### src/rtl/i2c_reg_pkg.sv
// Shared access-mode definitions for the I2C register bank and its cells.
package i2c_reg_pkg;

  typedef enum logic [1:0] {
    REG_RW  = 2'd0,
    REG_RO  = 2'd1,
    REG_W1C = 2'd2
  } reg_mode_e;

  localparam int MAX_REGS = 256;

  // Read-only wins when a register is flagged in both masks.
  function automatic reg_mode_e mode_of(input int i,
                                        input logic [MAX_REGS-1:0] ro_mask,
                                        input logic [MAX_REGS-1:0] w1c_mask);
    if (ro_mask[i[7:0]]) return REG_RO;
    if (w1c_mask[i[7:0]]) return REG_W1C;
    return REG_RW;
  endfunction

endpackage

### src/rtl/i2c_reg_cell.sv
// One 8-bit register of the bank: read/write, hardware-tracked read-only,
// or write-1-to-clear event register, plus its bus write strobe.
module i2c_reg_cell
  import i2c_reg_pkg::*;
#(
  parameter reg_mode_e  MODE      = REG_RW,
  parameter logic [7:0] RESET_VAL = 8'h00
) (
  input  logic       clk,
  input  logic       rst,
  input  logic       wr,
  input  logic [7:0] data,
  input  logic [7:0] hw_val,
  input  logic [7:0] hw_set,
  output logic [7:0] value,
  output logic       strobe
);

  // Hardware set is OR-ed in after the bus clear so it wins on a shared bit.
  always_ff @(posedge clk or posedge rst) begin
    if (rst) begin
      value  <= (MODE == REG_RO) ? 8'h00 : RESET_VAL;
      strobe <= 1'b0;
    end else begin
      strobe <= wr && (MODE != REG_RO);
      case (MODE)
        REG_RO:  value <= hw_val;
        REG_W1C: value <= (value & ~(wr ? data : 8'h00)) | hw_set;
        default: if (wr) value <= data;
      endcase
    end
  end

endmodule

### src/rtl/i2c_reg_bank.sv
// Register bank behind the I2C slave byte interface: auto-incrementing
// pointer, registered read data, per-register strobes and event interrupt.
module i2c_reg_bank
  import i2c_reg_pkg::*;
#(
  parameter int                    NUM_REGS  = 16,
  parameter logic [NUM_REGS-1:0]   RO_MASK   = '0,
  parameter logic [NUM_REGS-1:0]   W1C_MASK  = '0,
  parameter logic [NUM_REGS*8-1:0] RESET_VAL = '0
) (
  input  logic                  clk,
  input  logic                  rst,
  input  logic [7:0]            addr,
  input  logic                  ptrLoad,
  input  logic [7:0]            dataIn,
  input  logic                  writeEn,
  input  logic                  readAck,
  output logic [7:0]            dataOut,
  output logic [NUM_REGS*8-1:0] regsOut,
  input  logic [NUM_REGS*8-1:0] hwVal,
  input  logic [NUM_REGS*8-1:0] hwSet,
  output logic [NUM_REGS-1:0]   wrStrobe,
  output logic                  irq
);

  localparam int                  IDX_W    = (NUM_REGS > 1) ? $clog2(NUM_REGS) : 1;
  localparam logic [7:0]          LAST_IDX = 8'(NUM_REGS - 1);
  localparam logic [MAX_REGS-1:0] RO_EXT   = MAX_REGS'(RO_MASK);
  localparam logic [MAX_REGS-1:0] W1C_EXT  = MAX_REGS'(W1C_MASK);

  logic [7:0]          ptr;
  logic [7:0]          regs [NUM_REGS];
  logic [NUM_REGS-1:0] w1c_bits;
  logic                write_go;
  logic                in_range;

  // A pointer load in the same cycle swallows the write.
  assign write_go = writeEn && !ptrLoad;
  assign in_range = {1'b0, ptr} < 9'(NUM_REGS);

  for (genvar i = 0; i < NUM_REGS; i++) begin : g_reg
    localparam reg_mode_e MODE = mode_of(i, RO_EXT, W1C_EXT);

    i2c_reg_cell #(
      .MODE      (MODE),
      .RESET_VAL (RESET_VAL[8*i +: 8])
    ) u_cell (
      .clk    (clk),
      .rst    (rst),
      .wr     (write_go && (ptr == 8'(i))),
      .data   (dataIn),
      .hw_val (hwVal[8*i +: 8]),
      .hw_set (hwSet[8*i +: 8]),
      .value  (regs[i]),
      .strobe (wrStrobe[i])
    );

    assign regsOut[8*i +: 8] = regs[i];
    assign w1c_bits[i]       = (MODE == REG_W1C) && (|regs[i]);
  end

  // Out-of-range pointers also wrap to zero on the next increment.
  always_ff @(posedge clk or posedge rst) begin
    if (rst) begin
      ptr     <= 8'h00;
      dataOut <= 8'h00;
      irq     <= 1'b0;
    end else begin
      if (ptrLoad)
        ptr <= addr;
      else if (writeEn || readAck)
        ptr <= (ptr >= LAST_IDX) ? 8'h00 : ptr + 8'd1;
      dataOut <= in_range ? regs[ptr[IDX_W-1:0]] : 8'h00;
      irq     <= |w1c_bits;
    end
  end

endmodule

### config.mk
export PLATFORM = sky130hd
export DESIGN_NAME = i2c_reg_bank
export DESIGN_NICKNAME = d
export VERILOG_FILES = /design/src/rtl/i2c_reg_pkg.sv /design/src/rtl/i2c_reg_cell.sv /design/src/rtl/i2c_reg_bank.sv
export SDC_FILE = /design/constraint.sdc
export NUM_CORES = 1
export LEC_CHECK = 0
export ABC_CLOCK_PERIOD_IN_PS = 2600
export BUFFER_PORTS_ARGS = -buffer_cell sky130_fd_sc_hd__buf_4
export CAP_MARGIN = 20
export CELL_PAD_IN_SITES_DETAIL_PLACEMENT = 1
export CELL_PAD_IN_SITES_GLOBAL_PLACEMENT = 2
export CORE_MARGIN = 8
export CORE_UTILIZATION = 29
export CTS_BUF_LIST = sky130_fd_sc_hd__clkbuf_8
export DETAILED_ROUTE_END_ITERATION = 8
export PLACE_DENSITY = 0.93
export SETUP_SLACK_MARGIN = 0.1
export SLEW_MARGIN = 10
export SYNTH_ARGS = -nofsm -noshare
export SYNTH_HDL_FRONTEND = slang
export SYNTH_HIERARCHICAL = 1
export SYNTH_SLANG_ARGS = --single-unit
### constraint.sdc
create_clock -name clk -period 2.6 [get_ports clk]
set_clock_uncertainty 0.05 [all_clocks]
set_input_delay 0.26 -clock clk [delete_from_list [all_inputs] [get_ports clk]]
set_output_delay 0.26 -clock clk [all_outputs]
set_load 0.005 [all_outputs]
# Yosys cells after proc, flatten, opt, wreduce, memory -nomap -nowiden
# Index checks and enable logic that the tools add are counted.
# word_totals
regBits,160
wordCells,82
output_inout_bits,153
in_bits,277
# op_classes
n_lt_le_gt_ge,3
n_mux,7
n_bitwise,1
eq_ne,15
reduce_logical,21
addsub,1
# ops
cell,count
$eq A8 B4 Y1 const B,8
$mux W8,6
$bmux W8 S4,1
$eq A8 B3 Y1 const B,4
$logic_and A1 B1 Y1,17
$eq A8 B2 Y1 const B,2
$add A8 B1 Y8 const B,1
$eq A8 B1 Y1 const B,1
$ge A8 B4 Y1 const B,1
$logic_not A8 Y1,1
$lt A8 B5 Y1 const B,1
$ge A5 B5 Y1 const B,1
$not A4 Y5,1
$reduce_bool A2 Y1,1
$logic_not A1 Y1,1
$logic_or A1 B1 Y1,1

# Longest topological paths before layout
# Gate-level depths: netlist of run 1.
# depth
ltp_word,5
depth_mapped,8
ltp_nobuf,5

# Hierarchy
# Netlist of run 1, hierarchy kept.
# by_module_without_submodules
mod,area_each_um2,seq_area_each_um2,instances,cells_each
i2c_reg_cell,360.3,225.2,16,19
i2c_reg_bank,1809.2,400.4,1,160

# Worst setup path after synthesis of run 1
# No wires, ideal clock.
# synth_timing
path_type,reg2reg
startpoint,register ptr[4]
endpoint,register g_reg[0].u_cell.value[0]
setup_slack_ns,0.601
setup_time_ns,0.125
required_time_ns,2.425
n_path_buf,1
stages_incl_launch_ff,7
arrival_time_ns,1.824
synth_period_minus_slack_ns,1.999
path_cell_list,dfrtp_1 nor4_1 and3_1 nand2_1 nor3_1 buf_6 mux2_4
# synth_between
elab_chain_cells,2
# synth_lines
item,line_no,source
"start, declared",i2c_reg_bank.sv:31,logic [7:0] ptr;
"start signal, assigned",i2c_reg_bank.sv:70,ptr <= addr;
"start signal, assigned",i2c_reg_bank.sv:72,ptr <= (ptr >= LAST_IDX) ? 8'h00 : ptr + 8'd1;
$logic_not A8 Y1,i2c_reg_bank.sv:50,".wr (write_go && (ptr == 8'(i))),"
$logic_and A1 B1 Y1,i2c_reg_bank.sv:50,
"end signal, assigned",i2c_reg_cell.sv:27,REG_RO: value <= hw_val;
"end signal, assigned",i2c_reg_cell.sv:28,REG_W1C: value <= (value & ~(wr ? data : 8'h00)) | hw_set;
"end signal, assigned",i2c_reg_cell.sv:29,default: if (wr) value <= data;
"end, declared",i2c_reg_cell.sv:15,"output logic [7:0] value,"
# Every way passes these cells.
# A chain may end at the register's enable or synchronous reset.

# Final worst setup path of run 1
# layout_timing
startpoint,register ptr[4]
endpoint,register g_reg[1].u_cell.value[6]
# layout_between
elab_chain_cells,2
# layout_lines
item,line_no
$eq A8 B1 Y1,i2c_reg_bank.sv:50
$logic_and A1 B1 Y1,i2c_reg_bank.sv:50
"end signal, assigned",i2c_reg_cell.sv:27
"end signal, assigned",i2c_reg_cell.sv:28
"end signal, assigned",i2c_reg_cell.sv:29
"end, declared",i2c_reg_cell.sv:15
# Every way passes these cells.

==> results of run 1 <==
## per-stage QoR
step | power [W] | cells | worst slack, ns | utilization [%] | hold slack (ns)
after floorplan | 0.00399 | 464 | 0.601 | - | 0.0379
after detailed placement | 0.00499 | 965 | 0.265 | 35.7 | 0.331
after CTS | 0.00689 | 998 | 0.233 | 37.3 | 0.0118
after global routing | 0.00711 | 998 | 0.154 | 37.3 | 0.0473
final | 0.00681 | 998 | 0.306 | 37.3 | 0.0490
after global placement | 0.00492 | 965 | 0.273 | 35.7 | 0.319
## tightest hold or removal path, stage by stage
cell	delay [ns]
buf_4	0.09
a32oi_1	0.05
o21ai_1	0.11
## cell families after synthesis
kind of cell	after synthesis
other	1
multiplexers	169
buffers and inverters	50
adder cells (fa/ha/maj)	5
AO/OA/AOI/OAI	33
AND/OR/NAND/NOR	46
flip-flops	160
## power by group through the flow
| stage | sequential (W) | clock (W) | combinational (W) |
|---|---|---|---|
| finish | 0.00321 | 0.00187 | 0.00173 |
| floorplan | 0.00312 | 0 | 0.000869 |
| detailed placement | 0.00324 | 0 | 0.00176 |
| global route | 0.00325 | 0.00201 | 0.00185 |
| CTS | 0.00320 | 0.00192 | 0.00176 |
| global placement | 0.00322 | 0 | 0.00170 |
## layout make-up
class | count | area, µm² | area share, %
flip-flops and latches | 160 | 4010 | 41.6
multi-input cells | 254 | 3240 | 33.6
repair buffers | 199 | 1520 | 15.7
well taps | 335 | 419 | 4.35
clock buffers | 17 | 234 | 2.43
clock inverters | 12 | 148 | 1.53
inverters | 21 | 78.8 | 0.818
## synth_stat cells (5+ instances only)
library cell  count
dfrtp_1         160
mux2_4          128
mux4_2           30
buf_6            19
inv_1            19
nor2_1           12
mux2i_1          11
nand2_1          11
o21ai_1          11
a22oi_1           8
nand3_1           6
nor3_1            6
ha_1              5
## worst paths after layout
check,from,endpoint,depth (start not counted)
min in group asynchronous,rst,g_reg[13].u_cell/value[1]$_DFFE_PP0P_,3
worst min register to register,ptr[6]$_DFFE_PP0P_,ptr[6]$_DFFE_PP0P_,1
worst min-delay path,addr[1],ptr[1]$_DFFE_PP0P_,3
worst max-delay path,ptr[4]$_DFFE_PP0P_,g_reg[1].u_cell/value[6]$_DFFE_PP0P_,7
max in group asynchronous,rst,ptr[0]$_DFFE_PP0P_,3
worst max register to register,ptr[4]$_DFFE_PP0P_,g_reg[1].u_cell/value[6]$_DFFE_PP0P_,7
## what timing repair did
| action | 4_1_cts | 5_1_grt |
|---|---|---|
| hold buffers | 4 | 0 |
| endpoints found under the setup margin | 0 | 28 |
| resized for setup | 0 | 2 |
| setup buffers | 0 | 0 |
| hold endpoints to repair | 160 | 0 |
## routing by layer
metal	share of wire (%)	global-route usage, %	vias to the layer above	wire length [µm]
met4	1.6	4.52	0	412
li1	-	-	2055	-
met3	6.1	3.81	17	1550
met5	0	0	-	0
met1	48	22.9	2483	12200
met2	44	23.9	175	11100
## sequential cells by signal, indices dropped and copies added, names as in the netlist
signal and flops:
ptr 8, g.u_cell/value 128, dataOut 8, g.u_cell/strobe 16
==> results.json, run 1 <==
{
  "wl_um": 25300,
  "clk_pin_slew_ns": 0.08,
  "r2r_setup_slack_ns": 0.31,
  "synth.avg_cell_area_um2": 16.3,
  "async_flop_share_pct": 100,
  "grt_overflow": 0,
  "crit_type": "reg -> reg",
  "final_common_cell": "buf_4",
  "top_level_ports": 430,
  "fillers": 2709,
  "cp_top_family": "simple AND/OR/NAND/NOR gates",
  "cts_max_level": 4,
  "port_buffers": 172,
  "die_area_mm2": 0.0315,
  "slew_headroom_pct": 55.1,
  "grt_pass1_vias": 5351,
  "yosysTopAreaCell": "dfrtp_1",
  "synth-adder-area-share_pct": 0.826,
  "wl_per_cell_um": 25.3,
  "synthTopCellsByArea": "dfrtp_1 (53%), mux2_4 (25%), mux4_2 (8.9%), buf_6 (2.8%), mux2i_1 (1.5%)",
  "cts.path.max_buffers": 2,
  "fin_area_mm2": 0.00964,
  "initial_core_util_pct": 29.3,
  "combPwrFrac_pct": 25.4,
  "rsz0062_at_grt": "false",
  "gp_congestion": 0.749,
  "drt_iter0_drc": 287,
  "cts.sinks": 160,
  "synth_edf_count": 0,
  "synth_seq_area_share_pct": 52.9,
  "die_y_um": 178,
  "hpwl_um": 19300,
  "drtAntennaViolNets": 0,
  "muxShareOfSynthArea_pct": 35.7,
  "arrival_ns": 2.57,
  "cp_slowest_stage_delay_ns": 0.42,
  "dr.pass1.iters": 4,
  "synthFlopType": "dfrtp_1",
  "final_hold_viol_count": 0,
  "power_frac_clock_pct": 27.5,
  "final_cell_mix": "buf_4 (194), dfrtp_1 (159), mux2_4 (128)",
  "yosysTopAreaCellShare_pct": 52.9,
  "switching_share_pct": 29.3,
  "crit_slowest_cell": "dfrtp_1",
  "dr_total_vias": 4730,
  "drcViolationCount": 0,
  "status": "completed",
  "critPathCaptureType": "flop",
  "max-cap-violations": 0,
  "setup_tns_ns": 0,
  "die_x_um": 178,
  "grt_first_pass_wirelength_um": 37100,
  "final_layout_size_suffix_gt1_share_pct": 59.0,
  "cp.required_ns": 2.88,
  "p_int_w": 0.00481,
  "worstMarginPinSlew_ns": 0.674,
  "crit_top_cell": "buf_4",
  "core-area_mm2": 0.0258,
  "synth_warnings": 6,
  "hp-class": "in -> reg",
  "finalNetCount": 935,
  "fin_crit_sh_pct": 88.2,
  "n_antenna_cell": 0,
  "synth-compound-area-share_pct": 2.92,
  "min_period_ns": 2.29,
  "fp-row-count": 59,
  "clockRootBuffer": "clkbuf_8",
  "switchingPower_w": 0.00199,
  "layout-area-overhead-vs-synth_pct": 27.2,
  "cts_tree": "built",
  "via_per_inst": 4.74,
  "grt_max_degree": 30,
  "ys_ff_latch": 160,
  "clkLatencyLatePin_ns": 0.45,
  "power.density_mw_per_mm2": 706,
  "synth_top_family_by_area": "multiplexers",
  "synthesis.nets": 746,
  "synth.distinct_cells": 35,
  "grt_use_total_pct": 16.1,
  "p_leak_nw": 4.73,
  "max_freq_ghz": 0.436,
  "synthCells": 464,
  "cp_max_fo": 9,
  "power_frac_seq_pct": 47.1,
  "maxSlewViolCount": 0,
  "antenna_found_initial": 0,
  "synth-xor-area-share_pct": 0,
  "vdd_drop_max_v": 0.000364,
  "worstPathCellList": "nor4_1 -> buf_4 -> and3_2 -> nand2_1 -> nor3_1 -> buf_4 -> mux2_4",
  "cts_made_buffers": 17,
  "synthSimpleGateAreaFrac_pct": 3.12,
  "cp_num_buf_inv": 2,
  "startpoint_type": "flop",
  "setup_viol": 0,
  "detailed_place.area_mm2": 0.00921,
  "syn_area_mm2": 0.00757
}
Power figures use the tool's default switching activity.
==> run 2: changes to the inputs <==
--- a/config.mk
+++ b/config.mk
@@ -6,15 +6,15 @@
 export NUM_CORES = 1
 export LEC_CHECK = 0
 export ABC_CLOCK_PERIOD_IN_PS = 2600
-export BUFFER_PORTS_ARGS = -buffer_cell sky130_fd_sc_hd__buf_4
 export CAP_MARGIN = 20
 export CELL_PAD_IN_SITES_DETAIL_PLACEMENT = 1
 export CELL_PAD_IN_SITES_GLOBAL_PLACEMENT = 2
 export CORE_MARGIN = 8
-export CORE_UTILIZATION = 29
+export CORE_UTILIZATION = 30
 export CTS_BUF_LIST = sky130_fd_sc_hd__clkbuf_8
 export DETAILED_ROUTE_END_ITERATION = 8
-export PLACE_DENSITY = 0.93
+export DONT_BUFFER_PORTS = 1
+export PLACE_DENSITY = 0.73
 export SETUP_SLACK_MARGIN = 0.1
 export SLEW_MARGIN = 10
 export SYNTH_ARGS = -nofsm -noshare
==> results.json, run 2 (same netlist as run 1, synthesis figures left out) <==
{
  "rsz0062_at_grt": "true",
  "grt_first_pass_wirelength_um": 37000,
  "hp-class": "in -> reg",
  "cts.sinks": 160,
  "core-area_mm2": 0.0250,
  "p_int_w": 0.00449,
  "grt_most_used_layer": "met2",
  "detailed_place.area_mm2": 0.00794,
  "setup_tns_ns": 0,
  "top_level_ports": 430,
  "startpoint_type": "flop",
  "r2r-end": "g_reg[12].u_cell/value[4]$_DFFE_PP0P_",
  "crit_top_cell": "buf_4",
  "crit_type": "reg -> reg",
  "cts_max_level": 4,
  "reg_top3": "g.u_cell/value x128, g.u_cell/strobe x16",
  "cts_made_buffers": 17,
  "worstPathCellList": "nor4_1 -> buf_4 -> and3_1 -> nand2_1 -> nor2_1 -> buf_4 -> mux2_4",
  "cts_tree": "built",
  "crit_path_end": "g_reg[12].u_cell/value[4]$_DFFE_PP0P_",
  "fin_area_mm2": 0.00856,
  "port_buffers": 0,
  "finalNetCount": 779,
  "p_total_w": 0.00651,
  "postCtsSetupBuffers": 0,
  "combPwrFrac_pct": 17.5,
  "die_area_mm2": 0.0306,
  "min_period_ns": 2.34,
  "max_freq_ghz": 0.428,
  "final_cell_mix": "dfrtp_1 (159), mux2_4 (128), mux4_2 (30)",
  "drtAntennaViolNets": 0,
  "cp.required_ns": 2.90,
  "grt_overflow": 0,
  "power.density_mw_per_mm2": 760,
  "worstSetupStartpoint": "ptr[4]$_DFFE_PP0P_",
  "max-cap-violations": 0,
  "wl_per_cell_um": 29.9,
  "gr-usage-met1_pct": 21.1,
  "cts.path.max_buffers": 2,
  "dr_total_vias": 4231,
  "met2_usage_pct": 25.1,
  "cp.depth": 7,
  "fin_crit_sh_pct": 89.9,
  "via_per_inst": 5.04,
  "final_common_cell": "dfrtp_1",
  "r2r-start": "ptr[4]$_DFFE_PP0P_",
  "grt_max_degree": 29,
  "r2r_cells": 7,
  "slew_headroom_pct": 32.2,
  "vdd_drop_max_v": 0.000317,
  "layout-area-overhead-vs-synth_pct": 13.0,
  "final_layout_size_suffix_gt1_share_pct": 44.3,
  "power_frac_seq_pct": 51.0,
  "cts_resized": 0,
  "largest_reg_flops": 128,
  "drt_iter0_drc": 239,
  "p_leak_nw": 3.92,
  "switching_share_pct": 31.0,
  "worstMarginPinSlew_ns": 1.01,
  "r2r_setup_slack_ns": 0.26,
  "hpwl_um": 18800,
  "crit_slowest_cell": "dfrtp_1",
  "final_hold_viol_count": 0,
  "power_frac_clock_pct": 31.5,
  "cp_max_fo": 9,
  "cp_slowest_stage_delay_ns": 0.43,
  "die_x_um": 175,
  "holdWs_ns": 0.0501,
  "fillers": 2587,
  "maxSlewViolCount": 0,
  "arrival_ns": 2.64,
  "die_y_um": 175,
  "setup_viol": 0,
  "wl_um": 25200,
  "n_antenna_cell": 0,
  "grt_use_total_pct": 16.5,
  "status": "completed",
  "grt_pass1_vias": 4793,
  "registers.top_by_ff_count": "g.u_cell/value",
  "initial_core_util_pct": 30.3,
  "dr.pass1.iters": 6,
  "gp_congestion": 0.848,
  "switchingPower_w": 0.00201,
  "clkLatencyLatePin_ns": 0.46,
  "clockRootBuffer": "clkbuf_8",
  "fp-row-count": 58,
  "critPathCaptureType": "flop",
  "met3_usage_pct": 7.34,
  "antenna_found_initial": 0,
  "cp_top_family": "simple AND/OR/NAND/NOR gates",
  "drcViolationCount": 0,
  "cp_num_buf_inv": 2,
  "clk_pin_slew_ns": 0.10
}
-- run 2: worst min-delay path by stage --
stage | start | endpoint | slack (ns) | cells after the start
floorplan | rst | g_reg[0].u_cell/strobe$_DFF_PP0_ | 0.04 | 1
global placement | rst | g_reg[8].u_cell/value[0]$_DFFE_PP0P_ | 0.07 | 1
detailed placement | rst | g_reg[8].u_cell/value[0]$_DFFE_PP0P_ | 0.08 | 1
CTS | ptrLoad | ptr[3]$_DFFE_PP0P_ | 0.03 | 3
global route | readAck | ptr[6]$_DFFE_PP0P_ | 0.04 | 2
finish | ptrLoad | ptr[3]$_DFFE_PP0P_ | 0.05 | 3
-- run 2: cell type report --
class / count / area, µm² / share of cell area [%]
Sequential cell: 160 / 4010 / 46.8
Multi-Input combinational cell: 254 / 3250 / 38.0
Tap cell: 330 / 413 / 4.83
Timing Repair Buffer: 43 / 383 / 4.47
Clock buffer: 18 / 248 / 2.90
Clock inverter: 14 / 178 / 2.08
Inverter: 21 / 78.8 / 0.921
-- run 2: routing by layer --
layer  vias up  share of wire, %
met5         -                 0
li1       1743                 -
met3        16               9.5
met1      2303                43
met4         0               1.7
met2       169                46
-- run 2: worst min-delay path, cell delays in order --
cell      delay, ns
nor4_2         0.02
a21oi_1        0.14
o221ai_2       0.10
-- run 2: through the flow --
stage / std cells / util, % / worst slack [ns]
floorplan: 464 / - / 0.601
global placement: 789 / 31.8 / 0.274
detailed placement: 789 / 31.8 / 0.292
CTS: 840 / 34.3 / 0.253
global route: 840 / 34.3 / 0.0562
finish: 840 / 34.3 / 0.262
-- run 2: power groups by stage --
stage	sequential, W	clock, W	combinational [W]
after floorplan	0.00312	0	0.000869
after global placement	0.00335	0	0.00104
after detailed placement	0.00337	0	0.00107
after CTS	0.00333	0.00208	0.00116
after global routing	0.00337	0.00217	0.00123
final	0.00332	0.00205	0.00114
-- run 2: repair_timing --
item,4_1_cts,5_1_grt
setup endpoints to repair,0,18
endpoints found under the hold margin,295,0
hold buffers,19,0
==> run 3: changes to the inputs <==
--- a/config.mk
+++ b/config.mk
@@ -5,16 +5,16 @@
 export SDC_FILE = /design/constraint.sdc
 export NUM_CORES = 1
 export LEC_CHECK = 0
-export ABC_CLOCK_PERIOD_IN_PS = 2600
+export ABC_CLOCK_PERIOD_IN_PS = 2300
 export CAP_MARGIN = 20
 export CELL_PAD_IN_SITES_DETAIL_PLACEMENT = 1
 export CELL_PAD_IN_SITES_GLOBAL_PLACEMENT = 2
-export CORE_MARGIN = 8
-export CORE_UTILIZATION = 30
+export CORE_AREA = 8 8 162 164
 export CTS_BUF_LIST = sky130_fd_sc_hd__clkbuf_8
 export DETAILED_ROUTE_END_ITERATION = 8
+export DIE_AREA = 0 0 170 172
 export DONT_BUFFER_PORTS = 1
-export PLACE_DENSITY = 0.73
+export PLACE_DENSITY = 0.76
 export SETUP_SLACK_MARGIN = 0.1
 export SLEW_MARGIN = 10
 export SYNTH_ARGS = -nofsm -noshare
==> constraint.sdc (replaced) <==
create_clock -name clk -period 2.3 [get_ports clk]
set_clock_uncertainty 0.05 [all_clocks]
set_input_delay 0.23 -clock clk [delete_from_list [all_inputs] [get_ports clk]]
set_output_delay 0.23 -clock clk [all_outputs]
set_load 0.005 [all_outputs]
==> results.json, run 3 (same netlist as run 1, synthesis figures left out) <==
{
  "status": "completed",
  "setup_tns_ns": 0,
  "port_buffers": 0,
  "final_hold_viol_count": 0,
  "final_cell_mix": "dfrtp_1 (159), mux2_4 (128), mux4_2 (30)",
  "cts_max_level": 4,
  "dp_cells": 786,
  "max_freq_ghz": 0.461,
  "cp_top_family": "simple AND/OR/NAND/NOR gates",
  "combPwrFrac_pct": 18.6,
  "p_total_w": 0.00720,
  "fp-row-count": 57,
  "grt_max_degree": 24,
  "gp_congestion": 0.812,
  "min_path_cells": 3,
  "setup_viol": 0,
  "crit_type": "reg -> reg",
  "hp-class": "in -> reg",
  "maxSlewViolCount": 0,
  "via_per_inst": 5.13,
  "power_frac_clock_pct": 29.1,
  "post-route-util_pct": 36.4,
  "grt_pass1_vias": 4841,
  "clockRootBuffer": "clkbuf_8",
  "core-area_mm2": 0.0238,
  "p_int_w": 0.00495,
  "grt_overflow": 0,
  "cts_tree": "built",
  "worstPathCellList": "nor4_4 -> and3_2 -> nand2_1 -> nor2_1 -> buf_6 -> mux2_4",
  "r2r-start": "ptr[4]$_DFFE_PP0P_",
  "critPathCaptureType": "flop",
  "max-cap-violations": 0,
  "crit_slowest_cell": "dfrtp_1",
  "switching_share_pct": 31.3,
  "fin_crit_sh_pct": 94.3,
  "initial_core_util_pct": 31.8,
  "largest_reg_flops": 128,
  "r2r_setup_slack_ns": 0.13,
  "cp_slowest_stage_delay_ns": 0.45,
  "registers.top_by_ff_count": "g.u_cell/value",
  "hpwl_um": 19400,
  "antenna_found_initial": 2,
  "wl_per_cell_um": 30.1,
  "worstMarginPinSlew_ns": 0.967,
  "final_layout_size_suffix_gt1_share_pct": 44.8,
  "min_period_ns": 2.17,
  "cts_made_buffers": 17,
  "hp-start": "ptrLoad",
  "hold_end": "ptr[3]$_DFFE_PP0P_",
  "switchingPower_w": 0.00225,
  "n_antenna_cell": 0,
  "power_frac_seq_pct": 52.3,
  "p_leak_nw": 3.97,
  "top_level_ports": 430,
  "rsz0062_at_grt": "true",
  "die_area_mm2": 0.0292,
  "grt_first_pass_wirelength_um": 37100,
  "cts.path.max_buffers": 2,
  "cp_num_buf_inv": 1,
  "dr.pass1.iters": 4,
  "finalNetCount": 785,
  "instances_no_fill": 840,
  "final_common_cell": "dfrtp_1",
  "drt_iter0_drc": 279,
  "seq_area_mm2": 0.00401,
  "r2r-end": "g_reg[12].u_cell/value[0]$_DFFE_PP0P_",
  "postCtsSetupBuffers": 0,
  "clk_pin_slew_ns": 0.10,
  "reg_top3": "g.u_cell/value x128, g.u_cell/strobe x16",
  "clkLatencyLatePin_ns": 0.46,
  "layout-area-overhead-vs-synth_pct": 14.5,
  "grt_use_total_pct": 17.7,
  "drtAntennaViolNets": 0,
  "cts.sinks": 160,
  "vdd_drop_max_v": 0.000349,
  "cp.required_ns": 2.60,
  "wl_um": 25300,
  "arrival_ns": 2.47,
  "fillers": 2448,
  "slew_headroom_pct": 35.3,
  "r2r_cells": 6,
  "die_y_um": 172,
  "drcViolationCount": 0,
  "startpoint_type": "flop",
  "dr_total_vias": 4306,
  "cp_max_fo": 9,
  "power.density_mw_per_mm2": 830,
  "multi_input_area_mm2": 0.00327,
  "die_x_um": 170
}
-- run 3: layout make-up --
type / instances / share of cell area [%]
clock buffer: 19 / 3.02
clock inverter: 13 / 1.60
inverter: 21 / 0.909
multi-input combinational: 254 / 37.7
sequential: 160 / 46.2
tap: 324 / 4.67
timing repair buffer: 49 / 5.94
-- run 3: how the worst max path moves through the flow --
stage,endpoint,start,slack (ns),cells after the start
floorplan,g_reg[0].u_cell/value[0]$_DFFE_PP0P_,ptr[4]$_DFFE_PP0P_,0.30,6
global placement,g_reg[8].u_cell/value[6]$_DFFE_PP0P_,ptr[4]$_DFFE_PP0P_,0.06,6
detailed placement,g_reg[8].u_cell/value[7]$_DFFE_PP0P_,ptr[4]$_DFFE_PP0P_,0.02,6
CTS,g_reg[8].u_cell/value[4]$_DFFE_PP0P_,ptr[4]$_DFFE_PP0P_,0.10,6
global route,g_reg[12].u_cell/value[3]$_DFFE_PP0P_,ptr[4]$_DFFE_PP0P_,0.07,6
finish,g_reg[12].u_cell/value[0]$_DFFE_PP0P_,ptr[4]$_DFFE_PP0P_,0.13,6
-- run 3: worst register-to-register path: cells and delay by family (launching register included) --
| family | cells | cell delay (ns) |
|---|---|---|
| flip-flops | 1 | 0.45 |
| multiplexers | 1 | 0.32 |
| AND/OR/NAND/NOR | 4 | 1.01 |
| buffers and inverters | 1 | 0.22 |
-- run 3: timing repair --
item	in CTS	in global routing
hold endpoints to repair	296	0
hold buffers	22	0
endpoints found under the setup margin	111	109
gates resized for setup	2	9
-- run 3: metrics by stage --
stage	worst slack [ns]	hold WS [ns]	instance area, µm²
floorplan	0.301	0.00792	7570
finish	0.132	0.0506	8670
CTS	0.101	0.0158	8630
global route	0.0650	0.0323	8670
detailed placement	0.0190	0.0517	8010
global placement	0.0602	0.0468	8010
-- run 3: routing by layer --
| layer | global-route usage [%] | part of all wire (%) |
|---|---|---|
| met2 | 25.0 | 43 |
| met3 | 11.8 | 16 |
| met5 | 0 | 0.099 |
| met4 | 5.03 | 1.6 |
| met1 | 21.6 | 40 |
-- run 3: power by group through the flow --
stage | combinational (W) | clock [W] | sequential, W
2_1_floorplan | 0.000983 | 0 | 0.00353
3_3_place_gp | 0.00121 | 0 | 0.00380
3_5_place_dp | 0.00125 | 0 | 0.00383
4_1_cts | 0.00135 | 0.00217 | 0.00378
5_1_grt | 0.00143 | 0.00227 | 0.00384
6_report | 0.00134 | 0.00209 | 0.00376
